$ cat src/rtl/pipe_scoreboard_if.sv
// Issue/hazard bus between decode and the pipeline scoreboard.
// The scoreboard takes the slave side; decode/control logic takes the master side.
interface pipe_scoreboard_if #(
   parameter int STAGES = 3,
   parameter int REGW   = 5,
   parameter int CNTW   = 16
);
   localparam int SELW = $clog2(STAGES + 1);

   logic              advance;
   logic [STAGES-1:0] flush;
   logic              issue_valid;
   logic [REGW-1:0]   issue_rs;
   logic [REGW-1:0]   issue_rt;
   logic              issue_use_rs;
   logic              issue_use_rt;
   logic              issue_wr;
   logic [REGW-1:0]   issue_wsel;
   logic              issue_load;
   logic              stall;
   logic [SELW-1:0]   fwd_rs_sel;
   logic [SELW-1:0]   fwd_rt_sel;
   logic [SELW-1:0]   inflight;
   logic [CNTW-1:0]   stall_count;

   modport master (
      output advance, flush, issue_valid, issue_rs, issue_rt, issue_use_rs,
             issue_use_rt, issue_wr, issue_wsel, issue_load,
      input  stall, fwd_rs_sel, fwd_rt_sel, inflight, stall_count
   );

   modport slave (
      input  advance, flush, issue_valid, issue_rs, issue_rt, issue_use_rs,
             issue_use_rt, issue_wr, issue_wsel, issue_load,
      output stall, fwd_rs_sel, fwd_rt_sel, inflight, stall_count
   );
endinterface

$ cat src/rtl/pipe_scoreboard.sv
// Hazard detection and forwarding-select unit: tracks destination registers of
// in-flight instructions over STAGES stages and drives stall / forwarding selects.
module pipe_scoreboard #(
   parameter int STAGES     = 3,
   parameter int LOAD_STAGE = 1,
   parameter int REGW       = 5,
   parameter int CNTW       = 16
) (
   input logic              CLK,
   input logic              RST,
   pipe_scoreboard_if.slave bus
);
   localparam int          SELW   = $clog2(STAGES + 1);
   localparam int unsigned LOAD_U = LOAD_STAGE;

   logic [STAGES-1:0] vld;
   logic [STAGES-1:0] ld;
   logic [REGW-1:0]   wsel [STAGES];
   logic [CNTW-1:0]   cnt;
   logic [SELW:0]     rs_res;
   logic [SELW:0]     rt_res;
   logic              stall_i;
   logic              accept;

   // Youngest matching entry wins; returns {load_hazard, forward_select}.
   function automatic logic [SELW:0] lookup(
      input logic              use_s,
      input logic [REGW-1:0]   s,
      input logic [STAGES-1:0] v,
      input logic [STAGES-1:0] l,
      input logic [REGW-1:0]   w [STAGES]
   );
      logic            found;
      logic            haz;
      logic [SELW-1:0] sel;
      found = 1'b0;
      haz   = 1'b0;
      sel   = '0;
      for (int unsigned k = 0; k < STAGES; k++) begin
         if (!found && use_s && (s != '0) && v[k] && (w[k] == s)) begin
            found = 1'b1;
            haz   = l[k] && (k < LOAD_U);
            sel   = haz ? '0 : SELW'(k + 1);
         end
      end
      return {haz, sel};
   endfunction

   always_comb begin
      rs_res  = lookup(bus.issue_use_rs, bus.issue_rs, vld, ld, wsel);
      rt_res  = lookup(bus.issue_use_rt, bus.issue_rt, vld, ld, wsel);
      stall_i = bus.issue_valid && (rs_res[SELW] || rt_res[SELW]);
      accept  = bus.issue_valid && !stall_i && !bus.flush[0] &&
                bus.issue_wr && (bus.issue_wsel != '0);
   end

   always_comb begin
      bus.inflight = '0;
      for (int unsigned k = 0; k < STAGES; k++)
         bus.inflight = bus.inflight + SELW'(vld[k]);
   end

   assign bus.stall       = stall_i;
   assign bus.fwd_rs_sel  = rs_res[SELW-1:0];
   assign bus.fwd_rt_sel  = rt_res[SELW-1:0];
   assign bus.stall_count = cnt;

   // Flush applies to the value landing in each slot, whether shifted or held.
   always_ff @(posedge CLK) begin
      if (RST) begin
         vld <= '0;
      end else if (bus.advance) begin
         vld[0] <= accept;
         for (int unsigned k = 1; k < STAGES; k++)
            vld[k] <= vld[k-1] && !bus.flush[k];
      end else begin
         vld <= vld & ~bus.flush;
      end
   end

   always_ff @(posedge CLK) begin
      if (RST) begin
         ld <= '0;
      end else if (bus.advance) begin
         ld[0]   <= bus.issue_load;
         wsel[0] <= bus.issue_wsel;
         for (int unsigned k = 1; k < STAGES; k++) begin
            ld[k]   <= ld[k-1];
            wsel[k] <= wsel[k-1];
         end
      end
   end

   always_ff @(posedge CLK) begin
      if (RST)
         cnt <= '0;
      else if (stall_i && bus.advance && (cnt != '1))
         cnt <= cnt + 1'b1;
   end
endmodule
$ cat src/flat_wrapper.sv
// flat-port wrapper written by rule: the top's interface ports become plain ports
module pipe_scoreboard_flat 
#(
   parameter int STAGES     = 3,
   parameter int LOAD_STAGE = 1,
   parameter int REGW       = 5,
   parameter int CNTW       = 16
)
  (CLK, RST, bus_advance, bus_flush, bus_issue_valid, bus_issue_rs, bus_issue_rt, bus_issue_use_rs, bus_issue_use_rt, bus_issue_wr, bus_issue_wsel, bus_issue_load, bus_stall, bus_fwd_rs_sel, bus_fwd_rt_sel, bus_inflight, bus_stall_count);
  pipe_scoreboard_if #(.STAGES(STAGES), .REGW(REGW), .CNTW(CNTW)) bus_i ();
  input logic CLK;
  input logic RST;
  input wire logic [$bits(bus_i.advance)-1:0] bus_advance;
  input wire logic [$bits(bus_i.flush)-1:0] bus_flush;
  input wire logic [$bits(bus_i.issue_valid)-1:0] bus_issue_valid;
  input wire logic [$bits(bus_i.issue_rs)-1:0] bus_issue_rs;
  input wire logic [$bits(bus_i.issue_rt)-1:0] bus_issue_rt;
  input wire logic [$bits(bus_i.issue_use_rs)-1:0] bus_issue_use_rs;
  input wire logic [$bits(bus_i.issue_use_rt)-1:0] bus_issue_use_rt;
  input wire logic [$bits(bus_i.issue_wr)-1:0] bus_issue_wr;
  input wire logic [$bits(bus_i.issue_wsel)-1:0] bus_issue_wsel;
  input wire logic [$bits(bus_i.issue_load)-1:0] bus_issue_load;
  output wire logic [$bits(bus_i.stall)-1:0] bus_stall;
  output wire logic [$bits(bus_i.fwd_rs_sel)-1:0] bus_fwd_rs_sel;
  output wire logic [$bits(bus_i.fwd_rt_sel)-1:0] bus_fwd_rt_sel;
  output wire logic [$bits(bus_i.inflight)-1:0] bus_inflight;
  output wire logic [$bits(bus_i.stall_count)-1:0] bus_stall_count;
  assign bus_i.advance = bus_advance;
  assign bus_i.flush = bus_flush;
  assign bus_i.issue_valid = bus_issue_valid;
  assign bus_i.issue_rs = bus_issue_rs;
  assign bus_i.issue_rt = bus_issue_rt;
  assign bus_i.issue_use_rs = bus_issue_use_rs;
  assign bus_i.issue_use_rt = bus_issue_use_rt;
  assign bus_i.issue_wr = bus_issue_wr;
  assign bus_i.issue_wsel = bus_issue_wsel;
  assign bus_i.issue_load = bus_issue_load;
  assign bus_stall = bus_i.stall;
  assign bus_fwd_rs_sel = bus_i.fwd_rs_sel;
  assign bus_fwd_rt_sel = bus_i.fwd_rt_sel;
  assign bus_inflight = bus_i.inflight;
  assign bus_stall_count = bus_i.stall_count;
  pipe_scoreboard #(.STAGES(STAGES), .LOAD_STAGE(LOAD_STAGE), .REGW(REGW), .CNTW(CNTW)) u_core (.CLK(CLK), .RST(RST), .bus(bus_i));
endmodule
$ cat config.mk
export PLATFORM = sky130hd
export DESIGN_NAME = pipe_scoreboard_flat
export DESIGN_NICKNAME = d
export VERILOG_FILES = /design/src/rtl/pipe_scoreboard_if.sv /design/src/rtl/pipe_scoreboard.sv /design/src/flat_wrapper.sv
export SDC_FILE = /design/constraint.sdc
export NUM_CORES = 1
export LEC_CHECK = 0
export CORE_MARGIN = 1
export CORE_UTILIZATION = 49
export CTS_BUF_LIST = sky130_fd_sc_hd__clkbuf_16
export DETAILED_ROUTE_END_ITERATION = 10
export PLACE_DENSITY = 0.8
export SYNTH_ARGS = -nofsm -noshare
export SYNTH_HDL_FRONTEND = slang
export SYNTH_SLANG_ARGS = --single-unit
export TNS_END_PERCENT = 5
$ cat constraint.sdc
create_clock -name CLK -period 3 [get_ports CLK]
set_input_delay 0.3 -clock CLK [delete_from_list [all_inputs] [get_ports CLK]]
set_output_delay 0.3 -clock CLK [all_outputs]
set_load 0.02 [all_outputs]
# Word-level counts from Yosys, hierarchy flattened
# Cells that the tools add are included.
# word_totals
ff_bits	35
output_inout_bits	23
# op_classes
addsub	3
eq_ne	7
n_mux	18
bitwise	3
reduce_logical	44
# ops
op	n
$logic_and 1x1->1	31
$eq 5x5->1	6
$add 16x1->16 const B	1
$ne 16x16->1 const B	1
$reduce_bool 5->1	3
$mux 1	12
$mux 2	5
$logic_not 1->1	8
$and 3x3->3	1
$mux 3	1
$not 3->3	1
$add 1x1->2	1
$add 2x1->2	1
$reduce_and 2->1	1
$logic_or 1x1->1	1
$not 1->1	1

# Depth between registers and ports, before layout
# Gate-level depths: netlist (run 1).
# logic_depth
word_depth	25
ltp_mapped	7

# Worst setup path after synthesis (run 1)
# No wires, ideal clock.
# synth_timing
kind	flip-flop to flip-flop
startpoint	register u_core.wsel[11] (netlist bit)
endpoint	register u_core.cnt[12] (netlist: u_core.bus.stall_count[12])
arrival_ns	2.016
setup_slack_ns	0.863
path_stages_with_launch	7
path_buffers	0
period_less_slack_ns	2.137
cell_sequence	edfxtp_1 xor2_1 nor4_1 nand4_1 a211o_2 nor4_1 mux2_2
# synth_via
elab_chain_len	19
word_cells_on_any_way	38
cone_classes	eq/ne (2); mux (10); reduce/logical (26)
# synth_lines
element	line	source
from (decl)	pipe_scoreboard.sv:18	logic [REGW-1:0] wsel [STAGES];
from (signal, indexed assignment)	pipe_scoreboard.sv:89	wsel[k] <= wsel[k-1];
$eq 5x5->1	pipe_scoreboard.sv:40	if (!found && use_s && (s != '0) && v[k] && (w[k] == s)) begin
$logic_and 1x1->1	pipe_scoreboard.sv:40	
$mux 1	pipe_scoreboard.sv:40	
$logic_not 1->1	pipe_scoreboard.sv:40	
$logic_and 1x1->1 (4 in a row)	pipe_scoreboard.sv:40	
$mux 1	pipe_scoreboard.sv:40	
$logic_not 1->1	pipe_scoreboard.sv:40	
$logic_and 1x1->1 (4 in a row)	pipe_scoreboard.sv:40	
$mux 1	pipe_scoreboard.sv:40	
$logic_or 1x1->1 *	pipe_scoreboard.sv:52	stall_i = bus.issue_valid && (rs_res[SELW] || rt_res[SELW]);
$logic_and 1x1->1 *	pipe_scoreboard.sv:52	
$logic_and 1x1->1 * (2 in a row)	pipe_scoreboard.sv:97	else if (stall_i && bus.advance && (cnt != '1))
to (signal assigned)	pipe_scoreboard.sv:98	cnt <= cnt + 1'b1;
to (decl)	pipe_scoreboard.sv:19	logic [CNTW-1:0] cnt;
# Every way passes the cells marked *; elsewhere a longest branch is shown, timed or not.
# A chain may end at the register's enable or synchronous reset.

# Final worst setup path (run 1)
# layout_timing
startpoint	input port bus_issue_rt[1]
endpoint	output port bus_stall
# layout_via
elab_chain_len	19
word_cells_on_any_way	24
cone_classes	eq/ne (3); mux (5); reduce/logical (16)
# layout_lines
element	line	source
from (decl)	flat_wrapper.sv:17	input wire logic [$bits(bus_i.issue_rt)-1:0] bus_issue_rt;
$reduce_bool 5->1	pipe_scoreboard.sv:40	
$logic_and 1x1->1 (3 in a row)	pipe_scoreboard.sv:40	
$mux 1	pipe_scoreboard.sv:40	
$logic_not 1->1	pipe_scoreboard.sv:40	
$logic_and 1x1->1 (4 in a row)	pipe_scoreboard.sv:40	
$mux 1	pipe_scoreboard.sv:40	
$logic_not 1->1	pipe_scoreboard.sv:40	
$logic_and 1x1->1 (4 in a row)	pipe_scoreboard.sv:40	
$mux 1 *	pipe_scoreboard.sv:40	
$logic_or 1x1->1 *	pipe_scoreboard.sv:52	
$logic_and 1x1->1 *	pipe_scoreboard.sv:52	
to (decl)	flat_wrapper.sv:23	output wire logic [$bits(bus_i.stall)-1:0] bus_stall;
# Marks and branches as above.

==> results of run 1 <==
-- layout make-up --
cell class | instances | share of cell area (%)
multi-input cells | 148 | 38.3
repair buffers | 58 | 20.7
flip-flops and latches | 35 | 31.7
clock buffers | 5 | 4.67
well taps | 48 | 2.24
clock inverters | 3 | 1.77
inverters | 4 | 0.560
-- how the worst max path moves through the flow --
stage | end | slack, ns | cells after the start
detailed placement | bus_stall | 0.15 | 7
global placement | bus_stall | 0.16 | 7
floorplan | u_core.bus.stall_count[12] | 0.86 | 6
CTS | bus_stall | 0.13 | 7
finish | bus_stall | 0.12 | 7
global route | bus_stall | 0.04 | 7
-- worst max-delay path: cells and delay by family --
family                 cells  cell delay (ns)
AO/OA/AOI/OAI              1             0.20
AND/OR/NAND/NOR            4             1.05
buffers and inverters      2             1.02
-- metrics by stage --
step | cells | total power, mW | hold WS, ns
floorplan | 191 | 0.570 | 0.377
global placement | 293 | 0.629 | 0.499
detailed placement | 293 | 0.631 | 0.490
CTS | 301 | 1.22 | 0.507
global route | 301 | 1.25 | 0.533
finish | 301 | 1.21 | 0.500
-- flip-flops by register name (all words and copies together) (netlist names) --
name,cells
u_core.bus.stall_count,16
u_core.ld,1
u_core.wsel,15
u_core.vld,3
-- power by group through the flow --
stage | clock network, mW | logic (mW) | registers, mW
2_1_floorplan | 0 | 0.0434 | 0.527
3_3_place_gp | 0 | 0.0985 | 0.531
3_5_place_dp | 0 | 0.0998 | 0.531
4_1_cts | 0.597 | 0.100 | 0.521
5_1_grt | 0.618 | 0.110 | 0.522
6_report | 0.590 | 0.100 | 0.521
-- cells in the final DEF (no fill, tap or decap), types with 2 or more instances in the layout --
cell,instances
nor2_1,12
o31ai_1,2
xnor2_1,10
dfxtp_1,20
inv_1,4
a31o_2,3
nor2b_1,3
and3_1,7
o21a_1,2
a211oi_1,2
a21oi_1,11
nand2_1,5
nor3_1,4
nor4_1,7
mux2i_1,4
or3_1,4
or4_1,6
xor2_1,24
clkdlybuf4s50_1,48
nand2b_1,5
o21ai_0,6
nand4_1,7
nand3_1,9
edfxtp_1,15
clkbuf_16,5
buf_4,10
-- cell families (layout without fill, tap and decap cells) --
kind of cell,after synthesis,after routing,synth area share (%)
AOI/OAI and AO/OA,33,33,11.4
xor gates and xnor gates,34,34,15.5
adders and majority gates,2,2,1.70
buffers and inverters,8,70,1.96
DFF,35,35,44.4
muxes,5,5,2.68
and+or+nand+nor,74,74,22.3
-- routing by layer --
layer / part of all wire (%) / vias to the layer above / GRT usage, %
met5: 0 / - / 0
met4: 2.1 / 0 / 10.8
met3: 6.3 / 10 / 5.11
met2: 43 / 74 / 36.2
met1: 49 / 791 / 35.0
li1: - / 833 / -
==> summary.txt, run 1 <==
Hold path
  • Hold Crit Class: reg2reg
  • Hold Crit Depth: 2
  • Worst Min Path Start: u_core.bus.stall_count[14]
  • WHS Endpoint: u_core.bus.stall_count[14]

Clock network
  • Clock sinks: 35
  • H-tree depth: 2
  • Reg clk slew, reported paths: 0.06 ns
  • Post-CTS Hold Buffers: 0
  • Cts bufs inserted: 5
  • Root Buffer: clkbuf_16
  • Worst skew pair latency: 0.28 ns
  • Post_cts resized: 0
  • Worst-case clock buffer depth: 2
  • Post-CTS setup buffer count: 0
  • CTS tree: done

Finish
  • Design area: 2680 um^2
  • # diodes: 0
  • Fillers: 272
  • Reg area: 851 um^2
  • Multi-input gate area: 1030 um^2
  • Final nets: 280
  • Final core utilization: 72.2%
  • Share of cells above drive strength 1: 10.7%
  • Area growth from synthesis to layout: 40.0%

Critical path
  • CP dominant cell by count: clkdlybuf4s50_1
  • Critical path peak fanout: 5
  • CP Data Required Time: 2.70 ns
  • R2r startpoint: u_core.wsel[11]
  • Crit. End Element: primary output
  • R2R Setup Slk: 0.50 ns
  • Crit path largest cell delay: 0.56 ns
  • Reg2reg path depth: 7
  • CP Launch Type: primary input
  • Reg2reg end: u_core.bus.stall_count[12]
  • Critical path data arrival time: 2.58 ns
  • CP Cell Sequence: clkdlybuf4s50_1, or4_1, o21a_1, nand4_1, nand2_1, and3_1, clkdlybuf4s50_1
  • Slowest CP cell: or4_1
  • Setup CP Type: in2out
  • Setup crit start: bus_issue_rt[1]

Timing
  • Crit share post-route: 96.0%
  • Slew @ Worst Pin: 0.860 ns
  • Clk_skew: 0.00692 ns
  • Final WS setup: 0.120 ns
  • Slew margin rel.: 42.5%
  • Max-slew violations: 0
  • Maximum clock frequency: 347 MHz
  • Post-route minimum period: 2.88 ns
  • Final setup violation count: 0
  • Final Hold Viols: 0
  • Sum Neg Setup Slack: 0 ns
  • RSZ-0062 raised after global routing: no

Synthesis
  • Mean area per synthesized cell: 10.0 um^2
  • Top cell type by total area after synthesis: edfxtp_1
  • Seq cells post-synth: 35
  • Area contributors post-synth: edfxtp_1, dfxtp_1, xor2_1, xnor2_1, a21oi_1
  • Synth Warn #: 0
  • Post-Synthesis Net Count: 219
  • Synthesized area: 1920 um^2
  • Post-synthesis cell type count: 40
  • Most common library cells after synthesis: xor2_1, dfxtp_1, edfxtp_1
  • Top-area cell type share of the netlist area: 23.5%
  • Async S/R FF share, synth: 0%
  • Post-synthesis sequential area ratio: 44.4%
  • Syn Inst Count: 191
  • Count leader, synth: xor2_1
  • EDFF count, synth: 15
  • Synth Flop Type: dfxtp_1

Placement
  • Gpl congestion: 0.946
  • Quantity of I/O buffers inserted on ports: 48
  • Place WS: 0.149 ns
  • Post-DP HPWL: 3430 um
  • Placed standard-cell area: 2510 um^2

Floorplan
  • Die area: 4160 um^2
  • Initial core utilization: 51.5%
  • Die W: 64.5 um
  • Num rows: 22
  • # IOs: 49
  • CORE AREA: 3720 um^2
  • Die H: 64.5 um

Pwr
  • Leakage power: 0.946 nW
  • Internal power component: 961 uW
  • Peak supply drop: 0.393 mV
  • Pwr dens: 452 nW/um^2
  • Clk pwr share: 48.7%
  • Sw Pwr: 250 uW
  • Combinational Power Share: 8.3%
  • Share of power burned in registers: 43.0%
  • Switching share of power: 20.7%

Global route
  • Total gr overflow: 0
  • Largest net degree at the start of global routing: 26
  • Initial antenna violation count: 0
  • Total GRT Usage: 24.7%
  • Vias in the first global route: 1645
  • First-pass GRT wire length: 7660 um

Route
  • Vias per cell: 5.67
  • WL final: 4620 um
  • Via Count: 1708
  • Post-route DRC: 0
  • Routed Antenna Nets: 0
  • Initial DRC count: 166
  • Drt pass-1 iters: 4
  • Avg WL per Cell: 15.4 um

Status
  • Outcome: completed

Run
  • Max-cap violations: 0
(Power assumes the default switching activity.)
==> run 2: changes to the inputs <==
Settings changed: CORE_UTILIZATION 49 to 44, PLACE_DENSITY 0.8 to 0.76.
Clock period 3 ns to 2.6 ns, I/O delays scaled along.
==> summary.txt, run 2 (synthesis gave the netlist of run 1 again) <==
Timing
  • Sum Neg Setup Slack: 0 ns (unchanged)
  • Crit share post-route: 96.6%
  • Slew margin rel.: 60.1% (+18 points)
  • Final setup violation count: 0 (unchanged)
  • Maximum clock frequency: 398 MHz
  • Post-route minimum period: 2.51 ns
  • Max-slew violations: 0 (unchanged)
  • Final WS setup: 0.0887 ns (-0.0309 ns)
  • Final Hold Viols: 0 (unchanged)
  • RSZ-0062 raised after global routing: no
  • Clk_skew: 0.00454 ns (-0.00238 ns)
  • Slew @ Worst Pin: 0.583 ns (-0.278 ns)

Hold path
  • WHS Endpoint: u_core.bus.stall_count[14]
  • Hold Crit Class: reg2reg
  • Worst Min Path Start: u_core.bus.stall_count[14]
  • Hold Crit Depth: 2 (unchanged)

Global route
  • First-pass GRT wire length: 7820 um (+2.1%)
  • Total GRT Usage: 23.4% (-1.3 points)
  • Vias in the first global route: 1679 (+2.1%)
  • Total gr overflow: 0 (unchanged)
  • Largest net degree at the start of global routing: 17 (-35%)
  • Initial antenna violation count: 0 (unchanged)

Finish
  • Area growth from synthesis to layout: 46.2%
  • Commonest non-fill, non-tap cells in the layout: clkdlybuf4s50_1, xor2_1, buf_4, dfxtp_1, edfxtp_1
  • Most common cell after layout, fill and taps aside: clkdlybuf4s50_1
  • Final core utilization: 68.6% (-3.6 points)
  • Final nets: 292 (+4.3%)
  • Largest register FFs: 16 (unchanged)
  • # diodes: 0 (unchanged)
  • Share of cells above drive strength 1: 15.5% (+4.8 points)

Clock network
  • Clock sinks: 35 (unchanged)
  • CTS tree: done
  • Worst skew pair latency: 0.28 ns (about the same)
  • Cts bufs inserted: 5 (unchanged)
  • Reg clk slew, reported paths: 0.06 ns (about the same)
  • H-tree depth: 2 (unchanged)
  • Root Buffer: clkbuf_16
  • Worst-case clock buffer depth: 2 (unchanged)
  • Post-CTS Hold Buffers: 0 (unchanged)

Status
  • Outcome: completed

Route
  • WL final: 4970 um (+7.4%)
  • Drt pass-1 iters: 4 (unchanged)
  • Post-route DRC: 0 (unchanged)
  • Routed Antenna Nets: 0 (unchanged)
  • Initial DRC count: 116 (-30%)
  • Via Count: 1771 (+3.7%)
  • Avg WL per Cell: 15.8 um (+2.6%)
  • Vias per cell: 5.62 (-0.92%)

Placement
  • Quantity of I/O buffers inserted on ports: 48 (unchanged)
  • Post-DP HPWL: 3670 um (+7.0%)
  • Gpl congestion: 0.893 (-5.6%)
  • Place WS: -0.150 ns (-0.299 ns)

Critical path
  • Reg2reg end: u_core.bus.stall_count[8]
  • R2R Setup Slk: 0.15 ns (-0.35 ns)
  • R2r startpoint: u_core.wsel[14]
  • CP Data Required Time: 2.34 ns (-0.36 ns)
  • Critical path data arrival time: 2.25 ns (-0.33 ns)
  • Crit. End Element: primary output
  • Setup CP Type: in2out
  • CP Launch Type: primary input
  • Critical path peak fanout: 4 (-1)
  • Reg2reg path depth: 7 (unchanged)

Floorplan
  • Die H: 68.0 um (+5.4%)
  • Initial core utilization: 46.9% (-4.7 points)
  • Die area: 4620 um^2 (+11%)
  • # IOs: 49 (unchanged)
  • CORE AREA: 4090 um^2 (+10%)
  • Num rows: 23 (+4.5%)
  • Die W: 68.0 um (+5.4%)

Pwr
  • Leakage power: 1.03 nW (+8.8%)
  • Pwr Total: 1.51 mW (+25%)
  • Peak supply drop: 0.356 mV (-9.6%)
  • Pwr dens: 540 nW/um^2 (+19%)

Run
  • Max-cap violations: 0 (unchanged)
[run 2: changes by cell type in the layout (fill, tap and decap cells not counted), moves of 2 or more]
cell             before  now
buf_4                10   22
clkdlybuf4s50_1      48   43
dlygate4sd2_1         0    4
nor4_1                7    5
nor4_2                1    3
[run 2: worst max-delay path, stage by stage]
cell and delay [ns]:
clkdlybuf4s50_1 0.47, or4_1 0.54, o21a_1 0.20, nand4_1 0.15, nand2_1 0.12, and3_1 0.19, dlygate4sd2_1 0.31
[run 2: power by group]
part           switching [mW]  internal, mW
registers              0.0135         0.587
clock network           0.230         0.549
logic                  0.0571        0.0761
total                   0.300          1.21
[run 2: how the worst max path moves through the flow]
| stage | startpoint | endpoint | slack, ns | cells past startpoint |
|---|---|---|---|---|
| detailed placement | bus_issue_rt[1] | u_core.bus.stall_count[12] | -0.15 | 8 |
| global route | bus_issue_rt[1] | bus_stall | 0.009 | 7 |
| floorplan | u_core.wsel[11] | u_core.bus.stall_count[12] | 0.46 | 6 |
| finish | bus_issue_rt[1] | bus_stall | 0.09 | 7 |
| CTS | bus_issue_rt[1] | bus_stall | 0.1 | 7 |
| global placement | bus_issue_rs[0] | bus_stall | -0.1 | 7 |
[run 2: what timing repair did]
action                                  CTS  global route
endpoints found under the setup margin    5             2
setup buffers                             0             0
gates resized for setup                   5             3
[run 2: layer usage]
| metal | vias to the layer above | track usage [%] | part of all wire [%] |
|---|---|---|---|
| met5 | - | 0 | 0 |
| met4 | 0 | 7.03 | 0.95 |
| met3 | 6 | 5.17 | 6.3 |
| met2 | 64 | 36.5 | 47 |
| met1 | 842 | 32.2 | 46 |
| li1 | 859 | - | - |
[run 2: layout make-up]
cell class                 count  area (um^2)
clock buffer                   5          125
clock inverter                 3         67.6
fill                         338         1280
inverter                       4         15.0
multi-input combinational    148         1040
sequential                    35          851
tap                           50         62.6
timing repair buffer          70          641
[run 2: through the flow]
stage	std cells	hold WS, ns	instance area (um^2)
after floorplan	191	0.337	1920
after global placement	307	0.491	2600
after detailed placement	307	0.490	2600
after CTS	315	0.500	2790
after global routing	315	0.520	2800
final	315	0.501	2800
==> run 3: changes to the inputs <==
Settings changed: CORE_UTILIZATION 44 to 45, DONT_BUFFER_PORTS set to 1, PLACE_DENSITY 0.76 to unset.
==> summary.txt, run 3 (synthesis gave the netlist of run 1 again) <==
Critical path
  • Critical path endpoint: bus_stall
  • Critical path data arrival time: 2.08 ns (-0.17 ns)
  • Worst Path Buf+Inv: 1 (-1)
  • CP Launch Type: flip-flop
  • Setup crit start: u_core.wsel[11]
  • R2r startpoint: u_core.wsel[11]
  • Reg2reg end: u_core.bus.stall_count[12]
  • Critical path peak fanout: 8 (+4)
  • Setup CP Type: reg2out
  • CP Data Required Time: 2.34 ns (about the same)
  • Slowest CP cell: edfxtp_1
  • Stages on the worst setup path: 6 (-1)
  • R2R Setup Slk: 0.36 ns (+0.21 ns)
  • Reg2reg path depth: 6 (-1)
  • CP Cell Sequence: xor2_1, nor4_1, nand4_1, buf_4, nand2_1, and3_1
  • CP top delay family: simple AND/OR/NAND/NOR gates
  • Crit. End Element: primary output
  • Crit path largest cell delay: 0.44 ns (-0.10 ns)

Finish
  • Final core utilization: 53.3% (-15 points)
  • Fillers: 368 (+8.9%)
  • Most common cell after layout, fill and taps aside: xor2_1
  • Share of cells above drive strength 1: 11.0% (-4.5 points)
  • # diodes: 0 (unchanged)
  • Area growth from synthesis to layout: 12.9%
  • Final nets: 227 (-22%)
  • Largest register FFs: 16 (unchanged)
  • Commonest non-fill, non-tap cells in the layout: xor2_1, dfxtp_1, edfxtp_1, nor2_1, a21oi_1

Route
  • WL final: 4260 um (-14%)
  • Avg WL per Cell: 17.0 um (+8.0%)
  • Via Count: 1517 (-14%)
  • Routed Antenna Nets: 0 (unchanged)
  • Initial DRC count: 68 (-41%)
  • Drt pass-1 iters: 4 (unchanged)
  • Post-route DRC: 0 (unchanged)
  • Vias per cell: 6.07 (+7.9%)

Pwr
  • Internal power component: 1.07 mW (-12%)
  • Share of power burned in registers: 45.1% (+5.4 points)
  • Pwr dens: 614 nW/um^2 (+14%)
  • Combinational Power Share: 4.1% (-4.7 points)
  • Switching share of power: 19.7% (-0.19 points)
  • Peak supply drop: 0.262 mV (-26%)
  • Clk pwr share: 50.8% (-0.7 points)
  • Sw Pwr: 261 uW (-13%)
  • Leakage power: 0.746 nW (-28%)
  • Pwr Total: 1.33 mW (-12%)

Clock network
  • Root Buffer: clkbuf_16
  • Reg clk slew, reported paths: 0.06 ns (about the same)
  • H-tree depth: 2 (unchanged)
  • Post_cts resized: 0 (-5)
  • Post-CTS Hold Buffers: 0 (unchanged)
  • Worst-case clock buffer depth: 2 (unchanged)
  • Post-CTS setup buffer count: 0 (unchanged)
  • Cts bufs inserted: 5 (unchanged)
  • CTS tree: done
  • Clock sinks: 35 (unchanged)
  • Worst skew pair latency: 0.28 ns (about the same)

Global route
  • Total gr overflow: 0 (unchanged)
  • Largest net degree at the start of global routing: 26 (+9)
  • Met2 Resource Use GR: 37.3% (+0.73 points)
  • Met3 usage: 6.42% (+1.3 points)
  • Initial antenna violation count: 0 (unchanged)
  • M1 GR Usage: 21.4% (-11 points)
  • Total GRT Usage: 20.5% (-3.0 points)
  • First-pass GRT wire length: 6620 um (-15%)
  • Grt peak-use layer: met2
  • Vias in the first global route: 1530 (-8.9%)

Floorplan
  • Num rows: 23 (unchanged)
  • Die W: 67.2 um (-1.1%)
  • CORE AREA: 4060 um^2 (-0.70%)
  • # IOs: 49 (unchanged)
  • Die H: 67.2 um (-1.1%)
  • Initial core utilization: 47.2% (+0.33 points)
  • Die area: 4520 um^2 (-2.2%)

Timing
  • Clk_skew: 0.00379 ns (-0.000749 ns)
  • Maximum clock frequency: 428 MHz (+7.5%)
  • Post-route minimum period: 2.34 ns (-0.175 ns)
  • Final setup violation count: 0 (unchanged)
  • Final WS setup: 0.263 ns (+0.175 ns)
  • Crit share post-route: 89.9% (-6.7 points)
  • Final Hold Viols: 0 (unchanged)
  • Hold slack: 0.0491 ns (-0.452 ns)
  • Slew @ Worst Pin: 0.549 ns (-0.0340 ns)
  • Max-slew violations: 0 (unchanged)
  • RSZ-0062 raised after global routing: no
  • Sum Neg Setup Slack: 0 ns (unchanged)
  • Slew margin rel.: 62.5% (+2.3 points)

Placement
  • Gpl congestion: 0.864 (-3.2%)
  • Place WS: 0.343 ns (+0.493 ns)
  • Quantity of I/O buffers inserted on ports: 0 (-100%)
  • Post-DP HPWL: 3270 um (-11%)

Hold path
  • Hold Crit Depth: 1 (-1)
  • Hold Crit Class: in2reg

Status
  • Outcome: completed

Run
  • Max-cap violations: 0 (unchanged)
## run 3: cell count changes in the layout (fill, tap and decap cells not counted), sizes merged
| cell | previous run | this run |
|---|---|---|
| buf | 22 | 5 |
| clkinv | 0 | 2 |
| bufinv | 2 | 1 |
| dlygate4sd2 | 4 | 0 |
| clkdlybuf4s50 | 43 | 0 |
| clkdlybuf4s15 | 1 | 0 |
| clkinvlp | 1 | 0 |
## run 3: per-layer routing
| layer | up-vias | part of all wire, % |
|---|---|---|
| li1 | 732 | - |
| met1 | 739 | 40 |
| met2 | 40 | 53 |
| met3 | 6 | 5.6 |
| met4 | 0 | 1.6 |
| met5 | - | 0 |
## run 3: worst min path at each step
stage                            start                    endpoint  slack (ns)
after floorplan           bus_flush[2]               u_core.vld[2]        0.34
after global placement             RST                u_core.ld[0]        0.34
after detailed placement           RST   u_core.bus.stall_count[4]        0.33
after CTS                          RST   u_core.bus.stall_count[5]        0.04
after global routing               RST  u_core.bus.stall_count[10]        0.04
final                              RST   u_core.bus.stall_count[5]        0.05
## run 3: power by group through the flow
stage	sequential (mW)	clock, mW	combinational [mW]
after floorplan	0.608	0	0.0501
after CTS	0.599	0.687	0.0553
after detailed placement	0.611	0	0.0546
after global placement	0.610	0	0.0533
final	0.599	0.675	0.0543
after global routing	0.600	0.710	0.0606
## run 3: worst reg2reg max path: stages, from the launching register on
cell and delay, ns:
edfxtp_1 0.44, xor2_1 0.18, nor4_2 0.30, nand4_2 0.14, a211o_2 0.45, nor4_1 0.25
mux2_2 0.37
## run 3: final cells by class
type	instances	area [um^2]	area share [%]
clock buffers	5	125	5.79
inverters	4	15.0	0.694
well taps	50	62.6	2.89
repair buffers	5	37.5	1.74
multi-input cells	148	1030	47.5
flip-flops and latches	35	851	39.4
clock inverters	3	43.8	2.03
## run 3: stage by stage
| stage | instance area (um^2) | std cells |
|---|---|---|
| 3_3_place_gp | 1990 | 242 |
| 6_report | 2160 | 250 |
| 4_1_cts | 2160 | 250 |
| 5_1_grt | 2160 | 250 |
| 3_5_place_dp | 1990 | 242 |
| 2_1_floorplan | 1920 | 191 |
